### src/rtl/mult_div_unit.sv
// Iterative signed multiply (radix-2 Booth) and restoring divide.
// One step per cycle for WIDTH cycles; hi/lo update only on completion.
module mult_div_unit #(
    parameter int WIDTH = 32
) (
    input  logic             clk,
    input  logic             resert,
    input  logic             start,
    input  logic             MDControl,
    input  logic [WIDTH-1:0] a,
    input  logic [WIDTH-1:0] b,
    output logic             busy,
    output logic             done,
    output logic             div0,
    output logic [WIDTH-1:0] hi,
    output logic [WIDTH-1:0] lo
);

    localparam int CW = (WIDTH > 1) ? $clog2(WIDTH) : 1;

    typedef enum logic [2:0] {
        S_IDLE, S_MULT, S_DIV, S_FIN, S_DZERO
    } state_t;

    state_t           state, state_n;
    logic [CW-1:0]    cnt;
    logic             last;
    logic [WIDTH:0]   acc;
    logic [WIDTH-1:0] q;
    logic             q1;
    logic [WIDTH-1:0] opr;
    logic             neg_q, neg_r;

    logic [WIDTH:0]     m_ext, sum;
    logic [2*WIDTH+1:0] sh;
    logic [WIDTH:0]     shifted, diff;
    logic [WIDTH:0]     acc_n;
    logic [WIDTH-1:0]   q_n, rem_n, res_hi, res_lo;
    logic               q1_n;

    assign last = (cnt == CW'(WIDTH - 1));

    always_ff @(posedge clk) begin
        if (resert) state <= S_IDLE;
        else        state <= state_n;
    end

    always_comb begin
        state_n = state;
        unique case (state)
            S_IDLE: begin
                if (start) begin
                    if (!MDControl)    state_n = S_MULT;
                    else if (b != '0)  state_n = S_DIV;
                    else               state_n = S_DZERO;
                end
            end
            S_MULT, S_DIV: if (last) state_n = S_FIN;
            S_FIN, S_DZERO: state_n = S_IDLE;
            default: state_n = S_IDLE;
        endcase
    end

    always_comb begin
        busy = (state == S_MULT) || (state == S_DIV);
        done = (state == S_FIN);
        div0 = (state == S_DZERO);
    end

    // Booth step: add/sub multiplicand by {q[0],q1}, then arithmetic shift
    always_comb begin
        m_ext = {opr[WIDTH-1], opr};
        unique case ({q[0], q1})
            2'b01:   sum = acc + m_ext;
            2'b10:   sum = acc - m_ext;
            default: sum = acc;
        endcase
        sh = {sum[WIDTH], sum, q};

        // Restoring step: remainder < divisor keeps diff within WIDTH+1 bits
        shifted = {acc[WIDTH-1:0], q[WIDTH-1]};
        diff    = shifted - {1'b0, opr};
        rem_n   = diff[WIDTH] ? shifted[WIDTH-1:0] : diff[WIDTH-1:0];

        if (state == S_DIV) begin
            acc_n  = {1'b0, rem_n};
            q_n    = {q[WIDTH-2:0], ~diff[WIDTH]};
            q1_n   = 1'b0;
            res_lo = neg_q ? ('0 - q_n) : q_n;
            res_hi = neg_r ? ('0 - rem_n) : rem_n;
        end else begin
            acc_n  = sh[2*WIDTH+1:WIDTH+1];
            q_n    = sh[WIDTH:1];
            q1_n   = sh[0];
            res_lo = q_n;
            res_hi = acc_n[WIDTH-1:0];
        end
    end

    always_ff @(posedge clk) begin
        if (resert) begin
            cnt   <= '0;
            acc   <= '0;
            q     <= '0;
            q1    <= 1'b0;
            opr   <= '0;
            neg_q <= 1'b0;
            neg_r <= 1'b0;
            hi    <= '0;
            lo    <= '0;
        end else begin
            unique case (state)
                S_IDLE: begin
                    cnt <= '0;
                    if (start) begin
                        acc <= '0;
                        q1  <= 1'b0;
                        if (!MDControl) begin
                            q   <= b;
                            opr <= a;
                        end else begin
                            q     <= a[WIDTH-1] ? ('0 - a) : a;
                            opr   <= b[WIDTH-1] ? ('0 - b) : b;
                            neg_q <= a[WIDTH-1] ^ b[WIDTH-1];
                            neg_r <= a[WIDTH-1];
                        end
                    end
                end
                S_MULT, S_DIV: begin
                    acc <= acc_n;
                    q   <= q_n;
                    q1  <= q1_n;
                    cnt <= cnt + 1'b1;
                    if (last) begin
                        hi <= res_hi;
                        lo <= res_lo;
                    end
                end
                default: cnt <= '0;
            endcase
        end
    end

endmodule

### config.mk
export PLATFORM = sky130hd
export DESIGN_NAME = mult_div_unit
export DESIGN_NICKNAME = d
export VERILOG_FILES = /design/src/rtl/mult_div_unit.sv
export SDC_FILE = /design/constraint.sdc
export NUM_CORES = 1
export LEC_CHECK = 0
export CAP_MARGIN = 25
export CORE_UTILIZATION = 30
export DETAILED_ROUTE_END_ITERATION = 12
export HOLD_SLACK_MARGIN = 0.03
export PLACE_DENSITY_LB_ADDON = 0.12
export SLEW_MARGIN = 10
export SYNTH_ARGS = -nofsm -noshare
export SYNTH_HDL_FRONTEND = slang
export SYNTH_SLANG_ARGS = --single-unit
### constraint.sdc
create_clock -name clk -period 9 [get_ports clk]
set_input_delay 1.8 -clock clk [delete_from_list [all_inputs] [get_ports clk]]
set_output_delay 1.8 -clock clk [all_outputs]
set_load 0.005 [all_outputs]
* Word-level counts from Yosys, hierarchy flattened
Cells that the tools add are included.
** Storage, ports and cells
- Flip-flop bits (word level) :: 172
- Input port bits :: 68
** Cells by class
- Add/subtract/negate cells :: 8
- Eq/ne operators :: 9
- Multiplexer cells :: 24
- Bitwise gates (word level) :: 3
- Reductions and logical operators :: 11
** Operators by type and width (count)
- $mux W32 :: 11
- $pmux W33 S2 :: 2
- $sub A1 B32 Y32 const A :: 4
- $mux W33 :: 2
- $pmux W32 S2 :: 1
- $add A33 B33 Y33 :: 1
- $sub A33 B32 Y33 :: 1
- $sub A33 B33 Y33 :: 1
- $reduce_bool A32 Y1 :: 1
- $mux W3 :: 4
- $reduce_and A2 Y1 :: 4
- $eq A3 B2 Y1 const B :: 2
- $pmux W3 S2 :: 1
- $add A5 B1 Y5 const B :: 1
- $eq A5 B5 Y1 const B :: 1
- $ne A2 B2 Y1 const B :: 2
- $reduce_or A2 Y1 :: 2
- $eq A3 B1 Y1 const B :: 1
- $eq A3 B3 Y1 const B :: 1
- $logic_not A3 Y1 :: 1
- $reduce_and A3 Y1 :: 1
- $eq A2 B1 Y1 const B :: 1
- $eq A2 B2 Y1 const B :: 1
- $mux W1 :: 2
- other kinds (5) :: 6

* Longest topological paths before layout
- Word-level depth :: 5
- Mapped depth :: 25
- Depth with buffers taken out :: 21

* Worst setup path after synthesis
OpenSTA, ideal clock, no wires.
- Kind :: flip-flop to flip-flop
- Start :: reg q[31]
- End :: reg hi[22]
- Data arrival time :: 5.524 ns
- Data required time :: 8.930 ns
- Setup slack :: 3.406 ns
- Stages on the path, launching flop included :: 25
- Path buffers :: 4
- Period minus slack after synthesis :: 5.594 ns
- Cells stage by stage :: dfxtp_1 -> inv_1 -> ha_1 -> fa_1 -> nand2b_1 -> a211oi_2 -> o31ai_2 -> a2111oi_4 -> or3_1 -> buf_2 -> nand2_2 -> buf_6 -> buf_4 -> buf_1 -> o21ai_0 -> ha_1 -> inv_1 -> nor4_1 -> nand4b_1 -> nor4_1 -> and4_1 -> o21ai_0 -> a2111oi_0 -> nor2_1 -> a21oi_1
** On the way
- Word-level cells in the longest chain between the ends :: 5
** Ends and longest elaborated chain
- start, declared :: line 29 : logic [WIDTH-1:0] q;
- start signal, assigned :: line 122 : q <= a[WIDTH-1] ? ('0 - a) : a;
- start signal, assigned :: line 131 : q <= q_n;
- $sub A33 B32 Y33 :: line 82 : diff = shifted - {1'b0, opr};
- $mux W32 * :: line 83 : rem_n = diff[WIDTH] ? shifted[WIDTH-1:0] : diff[WIDTH-1:0];
- $sub A1 B32 Y32 :: line 90 : res_hi = neg_r ? ('0 - rem_n) : rem_n;
- $mux W32 * :: line 90
- $mux W32 * :: line 85 : if (state == S_DIV) begin
- end signal, assigned :: line 135 : hi <= res_hi;
- end, declared :: line 15 : output logic [WIDTH-1:0] hi,
Every way passes the cells marked *; elsewhere a longest branch is shown, timed or not.
A chain may end at the register's enable or synchronous reset.

* Worst setup path in the final report
Ends and elaborated chain as after synthesis.

==> summary.txt <==
Timing
  – Worst slew slack as a fraction of its limit: 0.224
  – Final setup vio count: 0
  – Actual transition at the worst max-transition pin: about 1.2 ns
  – Unrepaired setup endpoints after global routing: no
  – Final period util: 0.726
  – Final max-slew violation count: 0
  – Top achievable clock speed: between 150 and 200 MHz
  – Min cycle time layout: 6.53 ns
  – Fin worst setup slack: 2.47 ns
  – Worst-case hold slack: 0.451 ns
  – Post-Route Skew: 0.0137 ns
  – Sum of negative setup slack: 0 ns
  – Total count of hold-check failures in the final report: 0

Clock tree
  – Clock network latency to the later pin of the worst-skew pair: 0.50 ns
  – Clock slew seen by the registers of the worst setup and hold paths: 0.08 ns
  – Worst-case clock buffer depth: 2
  – Clock root buffer: clkbuf_16
  – Number of hold buffers added after CTS: 0
  – Clock Sinks: 172
  – Deepest level of the CTS H-tree: 4
  – TritonCTS clock tree: built
  – Clock buffers created by TritonCTS: 17
  – Setup repair bufs after CTS: 0
  – # resized after CTS: 0

Synthesis
  – Synthesized area per cell: between 7 and 8 µm²
  – Total nets after synthesis: 2409
  – Post-synth EDFFs: 0
  – Seq/Total Area, Yosys: 0.216
  – Leading area contributor after synthesis: dfxtp_1
  – Cell area after technology mapping: around 16000 µm²
  – Most frequent cells after synthesis: nor2_1 (305), a21oi_1 (264), nand2_1 (259)
  – Fraction of synthesis flops using an asynchronous set or reset pin: 0
  – Leading register cell type out of synthesis: dfxtp_1
  – Top-count cell post-synth: nor2_1
  – Top-area cell type share of the netlist area: 0.216
  – Warnings, synthesis: 0
  – Synthesized instance count: around 2.3k
  – Number of flip-flops and latches in the synthesized netlist: 172
  – Count of different cell masters after synthesis: 88
  – Synth top area cells: dfxtp_1 (22%), a21oi_1 (8.3%), nor2_1 (7.2%)

Routing
  – Antenna viol nets, final: 0
  – Pre-antenna DRT Iters: 6
  – WL per Instance: 22.4 µm
  – Post-detailed-route via-to-cell ratio: 5.75
  – Final wirelength: 67.2 mm
  – Post-route DRC: 0
  – Iter 0 DRT Violations: 1383
  – Vias post-DR: around 17k

Die
  – Overall die height: 233 µm
  – Die width: 233 µm
  – Starting utilization of the core area: 0.304
  – Number of placement rows: 84
  – Num ports: 135
  – Area of the die: 54200 µm²
  – Core Box Area: 52600 µm²

Hold path
  – Hold depth: 1
  – Path category of the worst min-delay check: reg2reg
  – Worst hold start: cnt[0]
  – Hold Path End: cnt[0]

GRT
  – Vias in the first global route: 16.5k
  – Global-route wire length before repair: 102 mm
  – GR peak layer: met2
  – Initial antenna violation count: 1
  – Met3 capacity usage during global routing: 0.0311
  – Pin count of the biggest net entering global routing: 91
  – Met1 GRT Util: 0.328
  – Global routing met2 resource utilization: 0.415
  – Final global-route overflow total: 0
  – Global router's overall resource usage: 0.249

Placed design
  – Placed insts: just under 3k
  – Buffers added on ports: around 130
  – Placer Congestion: 0.912
  – Worst-case setup slack after placement: 2.60 ns
  – Detailed placer's ending HPWL: 51.3 mm
  – Placement-stage cell area: about 18000 µm²

Power
  – Worst voltage drop across the vdd grid: approximately 0.00013 V
  – Overall power consumption: 3.65 mW
  – PwrDens: a little under 200 nW/µm²
  – Static Leak: 6.80 nW

Critical path
  – Maximum single-stage delay on the critical path: 0.50 ns
  – Crit path cell chain: inv_1 -> ha_1 -> fa_1 -> nand2b_1 -> a211oi_2 -> o31ai_2 -> a2111oi_4 -> or3_1 -> buf_4 -> nand2_2 -> o21ai_0 -> ha_1 -> inv_1 -> nor4_1 -> nand4b_1 -> nor4_1 -> buf_4 -> and4_1 -> o21ai_0 -> a2111oi_0 -> nor2_1 -> a21oi_1
  – Startpoint Class: register
  – Critical path data arrival time: 6.96 ns
  – Setup CP Type: reg2reg
  – Worst reg2reg endpoint: hi[22]
  – Reg-to-Reg Start: q[31]
  – Reg-to-reg slack, setup: 2.47 ns
  – Crit-path max FO: 31
  – Slowest CP cell: a2111oi_4
  – Required time of the worst setup path: 9.43 ns
  – Critical Path End Type: register
  – R2R depth: 22

Run
  – Number of violations of the max-capacitance limit: 0

Finish
  – Fraction of layout cells with a size suffix above 1: 0.0524
  – Antenna Diode Count: 0
  – Final nets: 2438
  – Count of non-filler cells in the finished layout: 2997
  – Area growth syn-to-layout: 16.1%
  – Design area: between 15000 and 20000 µm²
  – Final design utilization: 0.353
  – Layout fillers: 5721

Run status
  – Result of the run: complete, no violations
==> metal layers <==
metal | part of all wire | vias to the layer above
met3 | 0.041 | 69
met1 | 0.46 | 8396
met5 | 0.00019 | -
met4 | 0.026 | 2
met2 | 0.47 | 437
li1 | - | 8330
==> cells by family after synthesis <==
kind of cell | synth area share
buffers and inverters | 0.0536
AND/OR/NAND/NOR | 0.236
AO/OA/AOI/OAI | 0.311
flip-flops | 0.216
XOR/XNOR | 0.0998
adder cells (fa/ha/maj) | 0.0589
multiplexers | 0.0253
==> placed cells by master, fill, tap and decap left out, types with 14 or more instances in the layout <==
cell type and n:
a211oi_1 68, and2_1 20, ha_1 71, nor3_1 45
xor2_1 97, nor4_1 24, a311oi_1 29, mux2i_1 30
a21o_1 28, inv_1 64, clkdlybuf4s50_1 132, nand2b_1 18
and3_1 19, o31ai_1 42, or3_1 25, xnor2_1 85
dfxtp_1 172, o41ai_1 14, a31oi_1 28, or4_1 19
nand2_1 258, nand3_1 38, clkbuf_16 17, a21oi_1 264
o211ai_1 39, buf_4 27, nor2_1 304, o21ai_0 105
==> report_power, final <==
part | switching, mW | internal [mW] | leakage [nW]
clock | 0.411 | 0.430 | 0.312
combinational | 1.23 | 0.685 | 5.09
sequential | 0.0877 | 0.808 | 1.40
==> flip-flops by register name, summed over array words and instances (netlist names) <==
register / flops
hi: 32
opr: 32
neg_r: 1
q: 32
acc: 33
q1: 1
lo: 32
state: 3
neg_q: 1
cnt: 5
==> cell type report <==
| cell class | count | area (µm²) | area share |
|---|---|---|---|
| multi-input cells | 1873 | 11700 | 0.632 |
| flip-flops and latches | 172 | 3440 | 0.186 |
| clock inverters | 15 | 228 | 0.0123 |
| inverters | 65 | 244 | 0.0132 |
| well taps | 688 | 861 | 0.0464 |
| repair buffers | 167 | 1610 | 0.0871 |
| clock buffers | 17 | 425 | 0.0229 |
==> how the worst max path moves through the flow <==
stage              to  depth (start not counted)   from
3_3_place_gp   lo[30]                         23  q[31]
3_5_place_dp   hi[22]                         22  q[31]
6_report       hi[22]                         22  q[31]
4_1_cts        hi[22]                         22  q[31]
5_1_grt        hi[22]                         22  q[31]
2_1_floorplan  hi[22]                         24  q[31]
==> worst max-delay path, delay by kind of cell (launching register included) <==
kind | cells | cell delay, ns
AO/OA/AOI/OAI | 7 | 2.30
AND/OR/NAND/NOR | 8 | 2.20
adder cells (fa/ha/maj) | 3 | 0.97
buffers and inverters | 4 | 0.56
flip-flops | 1 | 0.41
Note: power is estimated with default switching activity, not from simulation.
